==> config.mk <==
export PLATFORM = sky130hd
export DESIGN_NAME = intirvx_wb_arbiter
export DESIGN_NICKNAME = d
export VERILOG_FILES = /design/src/rtl/intirvx_wb_arbiter.sv
export SDC_FILE = /design/constraint.sdc
export NUM_CORES = 1
export LEC_CHECK = 0
export CAP_MARGIN = 20
export CORE_MARGIN = 3
export CORE_UTILIZATION = 39
export CTS_BUF_LIST = sky130_fd_sc_hd__clkbuf_8 sky130_fd_sc_hd__clkbuf_16
export CTS_CLUSTER_DIAMETER = 120
export CTS_CLUSTER_SIZE = 10
export DETAILED_ROUTE_END_ITERATION = 6
export GPL_ROUTABILITY_DRIVEN = 0
export GPL_TIMING_DRIVEN = 0
export PLACE_DENSITY = 0.72
export SKIP_CTS_REPAIR_TIMING = 1
export SYNTH_ARGS = -nofsm -noshare
export SYNTH_HDL_FRONTEND = slang
export SYNTH_SLANG_ARGS = --single-unit
==> constraint.sdc <==
create_clock -name clk -period 8.35 [get_ports clk]
set_clock_uncertainty 0.05 [all_clocks]
set_input_delay 1.67 -clock clk [delete_from_list [all_inputs] [get_ports clk]]
set_output_delay 1.67 -clock clk [all_outputs]
set_load 0.03 [all_outputs]
==> src/rtl/intirvx_wb_arbiter.sv <==
`default_nettype none
// +--------------------------------------------------------------------------+
// | Module   : intirvx_wb_arbiter                                            |
// | Brief    : round-robin share of the register-file write port across      |
// |            NREQ calculation units, one holding buffer per unit.          |
// | Revision : 1.0                                                           |
// +--------------------------------------------------------------------------+
module intirvx_wb_arbiter #(
  parameter int NREQ = 3,
  parameter int XLEN = 32
) (
  input  logic                 clk,
  input  logic                 rst_n,
  input  logic [NREQ-1:0]      req_valid,
  output logic [NREQ-1:0]      req_ready,
  input  logic [NREQ*5-1:0]    req_adr,
  input  logic [NREQ*XLEN-1:0] req_data,
  output logic [XLEN+4:0]      wb,
  output logic                 wb_valid,
  output logic [NREQ-1:0]      wb_src,
  output logic [31:0]          wb_count
);

  localparam int PTR_W = (NREQ > 1) ? $clog2(NREQ) : 1;
  localparam logic [PTR_W-1:0] LAST_IDX = PTR_W'(NREQ - 1);

  logic [NREQ-1:0]  buf_v_q, buf_v_d;
  logic [4:0]       buf_adr_q  [NREQ];
  logic [4:0]       buf_adr_d  [NREQ];
  logic [XLEN-1:0]  buf_data_q [NREQ];
  logic [XLEN-1:0]  buf_data_d [NREQ];
  logic [PTR_W-1:0] rr_ptr_q, rr_ptr_d;
  logic [XLEN+4:0]  wb_q, wb_d;
  logic             wb_valid_q, wb_valid_d;
  logic [NREQ-1:0]  wb_src_q, wb_src_d;
  logic [31:0]      wb_count_q, wb_count_d;

  logic [NREQ-1:0]  grant;
  logic [PTR_W-1:0] gidx;
  logic             found;

  // Round-robin search starting at rr_ptr, wrapping modulo NREQ.
  always_comb begin
    logic [PTR_W:0] cand;
    grant = '0;
    gidx  = '0;
    found = 1'b0;
    cand  = '0;
    for (int k = 0; k < NREQ; k++) begin
      cand = {1'b0, rr_ptr_q} + (PTR_W+1)'(k);
      if (cand >= (PTR_W+1)'(NREQ)) begin
        cand = cand - (PTR_W+1)'(NREQ);
      end
      if (!found && buf_v_q[cand[PTR_W-1:0]]) begin
        grant[cand[PTR_W-1:0]] = 1'b1;
        gidx  = cand[PTR_W-1:0];
        found = 1'b1;
      end
    end
  end

  // A granted buffer frees up in the same cycle, so a unit can refill it back-to-back.
  assign req_ready = ~buf_v_q | grant;

  always_comb begin
    buf_v_d    = buf_v_q;
    buf_adr_d  = buf_adr_q;
    buf_data_d = buf_data_q;
    rr_ptr_d   = rr_ptr_q;
    wb_d       = wb_q;
    wb_valid_d = found;
    wb_src_d   = grant;
    wb_count_d = wb_count_q + {31'd0, found};

    for (int i = 0; i < NREQ; i++) begin
      if (req_valid[i] && req_ready[i]) begin
        buf_v_d[i]    = 1'b1;
        buf_adr_d[i]  = req_adr[5*i +: 5];
        buf_data_d[i] = req_data[XLEN*i +: XLEN];
      end else if (grant[i]) begin
        buf_v_d[i] = 1'b0;
      end
    end

    if (found) begin
      wb_d     = {buf_adr_q[gidx], buf_data_q[gidx]};
      rr_ptr_d = (gidx == LAST_IDX) ? '0 : gidx + 1'b1;
    end
  end

  always_ff @(posedge clk or negedge rst_n) begin
    if (!rst_n) begin
      buf_v_q    <= '0;
      rr_ptr_q   <= '0;
      wb_q       <= '0;
      wb_valid_q <= 1'b0;
      wb_src_q   <= '0;
      wb_count_q <= '0;
      for (int i = 0; i < NREQ; i++) begin
        buf_adr_q[i]  <= '0;
        buf_data_q[i] <= '0;
      end
    end else begin
      buf_v_q    <= buf_v_d;
      rr_ptr_q   <= rr_ptr_d;
      wb_q       <= wb_d;
      wb_valid_q <= wb_valid_d;
      wb_src_q   <= wb_src_d;
      wb_count_q <= wb_count_d;
      for (int i = 0; i < NREQ; i++) begin
        buf_adr_q[i]  <= buf_adr_d[i];
        buf_data_q[i] <= buf_data_d[i];
      end
    end
  end

  assign wb       = wb_q;
  assign wb_valid = wb_valid_q;
  assign wb_src   = wb_src_q;
  assign wb_count = wb_count_q;

  a_grant_onehot: assert property (@(posedge clk) disable iff (!rst_n) $onehot0(grant));
  a_src_matches:  assert property (@(posedge clk) disable iff (!rst_n) wb_valid_q == (|wb_src_q));
  a_no_overwrite: assert property (@(posedge clk) disable iff (!rst_n)
                                   (buf_v_q & req_ready & ~grant) == '0);

endmodule
`default_nettype wire

==> parameters.txt, run 1 <==
Parameter                              Value

Status
  Run status    finished clean

Timing
  Post-layout minimum cycle time    around 4.8 ns
  Number of hold-slack violations in the final timing report    0
  Final period util    57.50%
  Hold slack final    between 0.4 and 0.5 ns
  Final number of max-transition violations    0
  Max Freq    between 200 and 250 MHz
  Relative slew slack    49.21%
  Final setup violating endpoints    0
  Unrepaired setup endpoints after global routing    no
  Setup TNS Final    0 ns
  Tightest Pin Transition    0.7618 ns

Synthesis
  Number of library cell types mapped by synthesis    50
  Area share of the largest cell type after synthesis    approximately 58%
  Most area-consuming cells after synthesis    dfrtp_1 (58%), mux2_4 (11%), mux2_2 (7.0%)
  Asr flop ratio synth    100.0%
  Top flip-flop cell by instance count after synthesis    dfrtp_1
  Avg Cell Area, Syn    13.77 um2
  Number of flops mapped to enable cells by yosys    0
  Yosys warning count    0
  Post-synthesis net count    just over 700
  Leading area contributor after synthesis    dfrtp_1
  Flip-flop and latch count after synthesis    approximately 190
  Post-Synthesis Cell Area    8179 um2
  Number of instances in the synthesized netlist    approximately 590
  Fraction of the yosys area taken by sequential cells    between 50% and 60%

Finish
  Highest-count cells in the layout ignoring fill and taps    clkdlybuf4s50_1 (190), dfrtp_1 (189), mux2_4 (60)
  Fraction of layout cells with a size suffix above 1    a little over a fifth
  Most common cell after layout, fill and taps aside    clkdlybuf4s50_1
  NumNets Final    about 900
  FILL cells    1,736
  Post-synthesis to final-layout area growth    35.25%

Setup path
  Highest fanout seen on the critical path    9
  Kind of start point of the critical path    flop
  Highest cell delay on the worst timing path    between 0.7 and 0.8 ns
  Cell chain of the critical path    inv_1 -> ha_1 -> buf_2 -> mux2i_1 -> o21ai_2 -> mux2_1 -> o221ai_2 -> clkdlybuf4s50_1
  Library cell contributing the largest single delay on the critical path    clkdlybuf4s50_1
  Required time at the endpoint of the critical path    6.63 ns
  CP Class    reg -> out
  CP Data Arrival Time    3.08 ns
  Sort of element at the end of the critical path    output pin

Drt
  Initial drt markers    317
  Vias    between 5,000 and 6,000
  Number of vias per cell after detailed routing    a little over 5
  Routed Wire Length    about 21 mm
  Post-detailed-route wirelength per cell    a little under 20 um
  Number of remaining DRC errors    0
  Antenna Violating Nets Remaining    0
  1st-pass router iterations    4

Pwr
  Comb pwr share    52.3%
  Clock Power Share    between 15 and 20%
  Sequential share of power    between 30% and 40%
  Maximum ir drop on the vdd rail    ~0.0002 V
  Switch share    between 30 and 40%
  Cell-internal power    between 3 and 4 mW
  Power dissipated by switching net loads    2.022 mW
  Leakage dissipation    approximately 4.8 nW
  Post-layout total power    about 5 mW
  Power density over cell area    between 400 and 500 nW/um2

Die
  Horizontal extent of the die    150.8 um
  Row count    52
  Vertical extent of the die    around 150 um
  Area of the core    slightly above 20,000 um2
  Starting density of the core    around two fifths
  I/O pin count    192
  Full die area    about 23,000 um2

GRT
  Vias in the first global route    about 5,800
  Global-route wire length before repair    around 33 mm
  Pin count of the biggest net entering global routing    approximately 130
  Gr usage total    19.11%
  Initial antenna violation count    1
  Remaining global-route overflow    0

Run
  Max-capacitance violation count    0

Placed design
  Buffers added on ports    191
  HPWL after detailed placement    around 15 mm

Clock tree
  # clock sinks    between 150 and 200
  Buffer type at the clock tree root    clkbuf_16
  CTS tree    done
  Number of buffers inserted during clock tree synthesis    17
  Clock slew at reported path FFs    about 0.070 ns
  Bufs on Longest Clock Path    2
  Clock latency on the worst-skew pair    ~0.43 ns
  Htree depth    4

Min path
  Classification of the worst-slack hold path    reg -> reg
## state kept, by name, indices dropped and copies added, names as in the netlist
register,count
buf_adr_q,15
buf_data_q,96
buf_v_q,3
rr_ptr_q,2
wb,37
wb_count,32
wb_src,3
wb_valid,1
## worst paths after layout
path                            slack, ns        endpoint  cells after the start          from
worst min-delay path                 0.42    wb_count[31]                      1  wb_count[31]
worst min register to register       0.42    wb_count[31]                      1  wb_count[31]
worst max-delay path                 3.55    req_ready[2]                      8   rr_ptr_q[0]
worst max register to register       4.00    wb_count[28]                     15   rr_ptr_q[1]
max in group asynchronous            6.14  buf_data_q[64]                      2         rst_n
min in group asynchronous            1.12     wb_count[8]                      1         rst_n
## cells in the mapped netlist, types with 2 or more instances
cell type    n
and3_1       4
mux2i_1      4
clkbuf_1     8
nand3b_1     4
nor2_1      33
a221oi_1    25
nor3_1       3
nand2b_1     5
and4_1       4
buf_1        4
nor3_2       2
mux2_2      51
nand4_1      6
o21ai_0      3
a221o_1     12
buf_2        9
nand2_1     15
buf_6        9
a22o_1      12
inv_1        8
xor2_1      10
ha_1         6
nor2b_1      2
and2_1       5
nand3_1     34
xnor2_1     20
mux2_4      60
a21oi_1     26
dfrtp_1    189
## metrics by stage
| step | setup WS (ns) | util, % | instances | cell area [um2] |
|---|---|---|---|---|
| 6_report | 3.549 | 54.15 | 1088 | 11060 |
| 5_1_grt | 3.420 | 54.13 | 1087 | 11060 |
| 4_1_cts | 3.509 | 54.13 | 1087 | 11060 |
| 3_5_place_dp | 3.980 | 51.21 | 1056 | 10460 |
| 3_3_place_gp | -2.362 | 51.05 | 1055 | 10430 |
| 2_1_floorplan | 4.634 | - | 594 | 8179 |
## metal layers
| metal | global-route usage, % | part of all wire [%] | vias to the layer above | routed length, um |
|---|---|---|---|---|
| met5 | 0 | 0.095 | - | 20 |
| met4 | 6.482 | 1.8 | 2 | 380 |
| met3 | 4.758 | 6.0 | 34 | 1271 |
| met2 | 29.74 | 47 | 162 | 9912 |
| met1 | 26.25 | 45 | 2809 | 9505 |
| li1 | - | - | 2589 | - |
## critical path, delay by kind of cell, from the launching register on
kind / cells / cell delay, ns
compound gates: 2 / 0.49
fa+ha+maj: 1 / 0.28
buf+inv: 3 / 0.98
flops: 1 / 0.39
mux: 2 / 0.51
## cell type report
cell class / instances / area, um2 / area share [%]
buffer: 31 / 196.4 / 1.776
tap: 270 / 337.8 / 3.054
sequential: 189 / 4730 / 42.76
multi-input combinational: 365 / 3219 / 29.10
clock inverter: 14 / 172.7 / 1.561
antenna: 1 / 2.502 / 0.02262
inverter: 9 / 33.78 / 0.3054
clock buffer: 17 / 425.4 / 3.846
timing repair buffer: 192 / 1944 / 17.58
## cells by family after synthesis
| family | after synthesis | share of synthesized area [%] |
|---|---|---|
| buffers and inverters | 40 | 2.815 |
| AO/OA/AOI/OAI | 91 | 8.704 |
| XOR/XNOR | 30 | 3.212 |
| multiplexers | 116 | 18.66 |
| adder cells (fa/ha/maj) | 6 | 0.9178 |
| flip-flops | 189 | 57.82 |
| AND/OR/NAND/NOR | 122 | 7.863 |
## power groups by stage
stage	registers [mW]	logic (mW)	clock network, mW
2_1_floorplan	1.79	1.67	0
3_3_place_gp	1.62	2.65	0
3_5_place_dp	1.62	2.71	0
4_1_cts	1.61	2.71	0.856
5_1_grt	1.66	2.90	0.899
6_report	1.61	2.68	0.836
(Power assumes the default switching activity.)
==> inputs of run 2 (changes only) <==
clock period = 4.47 ns   (was 8.35 ns; I/O delays follow)
==> run 2 against run 1 <==
- cell area about the same
- first-iteration DRC count increased by 2.5%
- global-route usage unchanged
- sequential share of layout area about the same
- final cell count decreased by 0.18%
- combinational power increased by 87%
- critical endpoint unchanged
- critical path depth unchanged
- count of clock-buffer cells in the layout unchanged
- clock power increased by 88%
- setup slack got worse by 3.1 ns
- sequential power increased by 87%
==> parameters.txt, run 2 (same netlist as run 1, synthesis figures left out) <==
Parameter                              Value

GRT
  Pin count of the biggest net entering global routing    125 (unchanged)
  Initial antenna violation count    1 (unchanged)
  Vias in the first global route    5,811 (unchanged)
  Gr usage total    19.11% (unchanged)
  Global-route wire length before repair    32.91 mm (unchanged)
  Remaining global-route overflow    0 (unchanged)

Clock tree
  CTS tree    done (unchanged)
  Htree depth    4 (unchanged)
  Clock slew at reported path FFs    0.07 ns (about the same)
  Number of buffers inserted during clock tree synthesis    17 (unchanged)
  Clock latency on the worst-skew pair    0.43 ns (about the same)
  Buffer type at the clock tree root    clkbuf_16 (unchanged)
  # clock sinks    189 (unchanged)
  Bufs on Longest Clock Path    2 (unchanged)

Setup path
  Cell family with most CP delay    buffers and inverters (unchanged)
  Worst setup startpoint    rr_ptr_q[0] (unchanged)
  Sort of element at the end of the critical path    output pin (unchanged)
  CP Data Arrival Time    3.08 ns (about the same)
  Worst path buffer plus inverter count    3 (unchanged)
  Worst flop-to-flop path startpoint    rr_ptr_q[0] (was rr_ptr_q[1])
  Kind of start point of the critical path    flop (unchanged)
  End of the worst register-to-register path    wb_count[28] (unchanged)
  Library cell contributing the largest single delay on the critical path    clkdlybuf4s50_1 (unchanged)
  Worst-case register-to-register setup slack    0.51 ns (was 4.00 ns)
  Required time at the endpoint of the critical path    3.53 ns (was 6.63 ns)
  Highest fanout seen on the critical path    9 (unchanged)
  Cell chain of the critical path    inv_1 -> ha_1 -> buf_2 -> mux2i_1 -> o21ai_2 -> mux2_1 -> o221ai_2 -> clkdlybuf4s50_1 (unchanged)
  CP Class    reg -> out (unchanged)
  Highest cell delay on the worst timing path    0.73 ns (about the same)
  Cell count of the worst reg-to-reg path    14 (was 15)

Drt
  Vias    5,575 (was 5,596)
  Number of vias per cell after detailed routing    5.134 (was 5.143)
  Post-detailed-route wirelength per cell    19.41 um (was 19.38 um)
  Routed Wire Length    21.08 mm (was 21.09 mm)
  Number of remaining DRC errors    0 (unchanged)
  Initial drt markers    325 (was 317)
  Antenna Violating Nets Remaining    0 (unchanged)
  1st-pass router iterations    5 (was 4)

Finish
  Highest-count cells in the layout ignoring fill and taps    clkdlybuf4s50_1 (190), dfrtp_1 (189), mux2_4 (60) (unchanged)
  Top reg by flops    buf_data_q (unchanged)
  Post-synthesis to final-layout area growth    35.22% (was 35.25%)
  Fraction of layout cells with a size suffix above 1    21.32% (was 21.18%)
  NumNets Final    926 (was 927)
  Largest register FFs    96 (unchanged)
  FILL cells    1,737 (was 1,736)
  Most common cell after layout, fill and taps aside    clkdlybuf4s50_1 (unchanged)
  Total inserted antenna cells    0 (was 1)

Timing
  Final period util    around nine tenths
  Post-layout minimum cycle time    a little over 4 ns
  Hold slack final    0.3415 ns (was 0.4239 ns)
  Max Freq    between 200 and 250 MHz
  Relative slew slack    53.98% (was 49.21%)
  Final number of max-transition violations    0 (unchanged)
  Final setup violating endpoints    0 (unchanged)
  Unrepaired setup endpoints after global routing    no (unchanged)
  Tightest Pin Transition    0.6902 ns (was 0.7618 ns)
  Minimum setup slack in the final design    0.4429 ns (was 3.549 ns)
  Number of hold-slack violations in the final timing report    0 (unchanged)

Die
  Row count    52 (unchanged)
  Starting density of the core    40.04% (unchanged)
  Vertical extent of the die    150.8 um (unchanged)
  I/O pin count    192 (unchanged)
  Full die area    22,750 um2 (unchanged)
  Area of the core    20,430 um2 (unchanged)
  Horizontal extent of the die    150.8 um (unchanged)

Placed design
  Buffers added on ports    191 (unchanged)
  HPWL after detailed placement    14.64 mm (unchanged)
  Worst slack at placement    0.1400 ns (was 3.980 ns)

Status
  Run status    finished clean (unchanged)

Pwr
  Maximum ir drop on the vdd rail    0.0003753 V (was 0.0002009 V)
  Leakage dissipation    4.806 nW (was 4.808 nW)
  Power density over cell area    866.8 nW/um2 (was 463.9 nW/um2)

Run
  Max-capacitance violation count    0 (unchanged)

Min path
  Classification of the worst-slack hold path    in -> async (was reg -> reg)
## run 2: how the worst max path moves through the flow
stage          cells past startpoint              to  slack (ns)
5_1_grt                           14    wb_count[28]        0.15
2_1_floorplan                     16    wb_count[28]        1.08
4_1_cts                           15    wb_count[28]        0.12
6_report                           8    req_ready[2]        0.44
3_3_place_gp                       1  buf_data_q[58]       -5.47
3_5_place_dp                      15    wb_count[28]        0.14
## run 2: final cells by class
cell class / instances / area (um2) / area share (%)
Tap cell: 270 / 337.8 / 3.055
Timing Repair Buffer: 192 / 1944 / 17.58
Buffer: 30 / 192.7 / 1.742
Sequential cell: 189 / 4730 / 42.76
Clock buffer: 17 / 425.4 / 3.847
Clock inverter: 14 / 172.7 / 1.561
Multi-Input combinational cell: 365 / 3219 / 29.11
Inverter: 9 / 37.54 / 0.3394
## run 2: through the flow
stage | setup TNS (ns) | area, um2 | instances | utilization (%) | total power, mW
floorplan | 0 | 8179 | 594 | - | 6.457
global placement | -1030.74 | 10430 | 1055 | 51.05 | 7.977
detailed placement | 0 | 10460 | 1056 | 51.21 | 8.090
CTS | 0 | 11060 | 1087 | 54.13 | 9.682
global route | 0 | 11060 | 1086 | 54.13 | 10.20
finish | 0 | 11060 | 1086 | 54.13 | 9.586
## run 2: per-layer routing
layer	up-vias	share of wire, %	wire length [um]	GRT usage (%)
met5	-	0.095	20	0
met4	2	1.8	381	6.482
met3	34	6.1	1287	4.758
met2	167	47	9932	29.74
met1	2789	45	9457	26.25
li1	2583	-	-	-
## run 2: where the power goes
| part | switching (mW) | internal [mW] | total [mW] |
|---|---|---|---|
| sequential | 0.472 | 2.54 | 3.01 |
| clock | 0.717 | 0.848 | 1.57 |
| combinational | 2.59 | 2.42 | 5.01 |
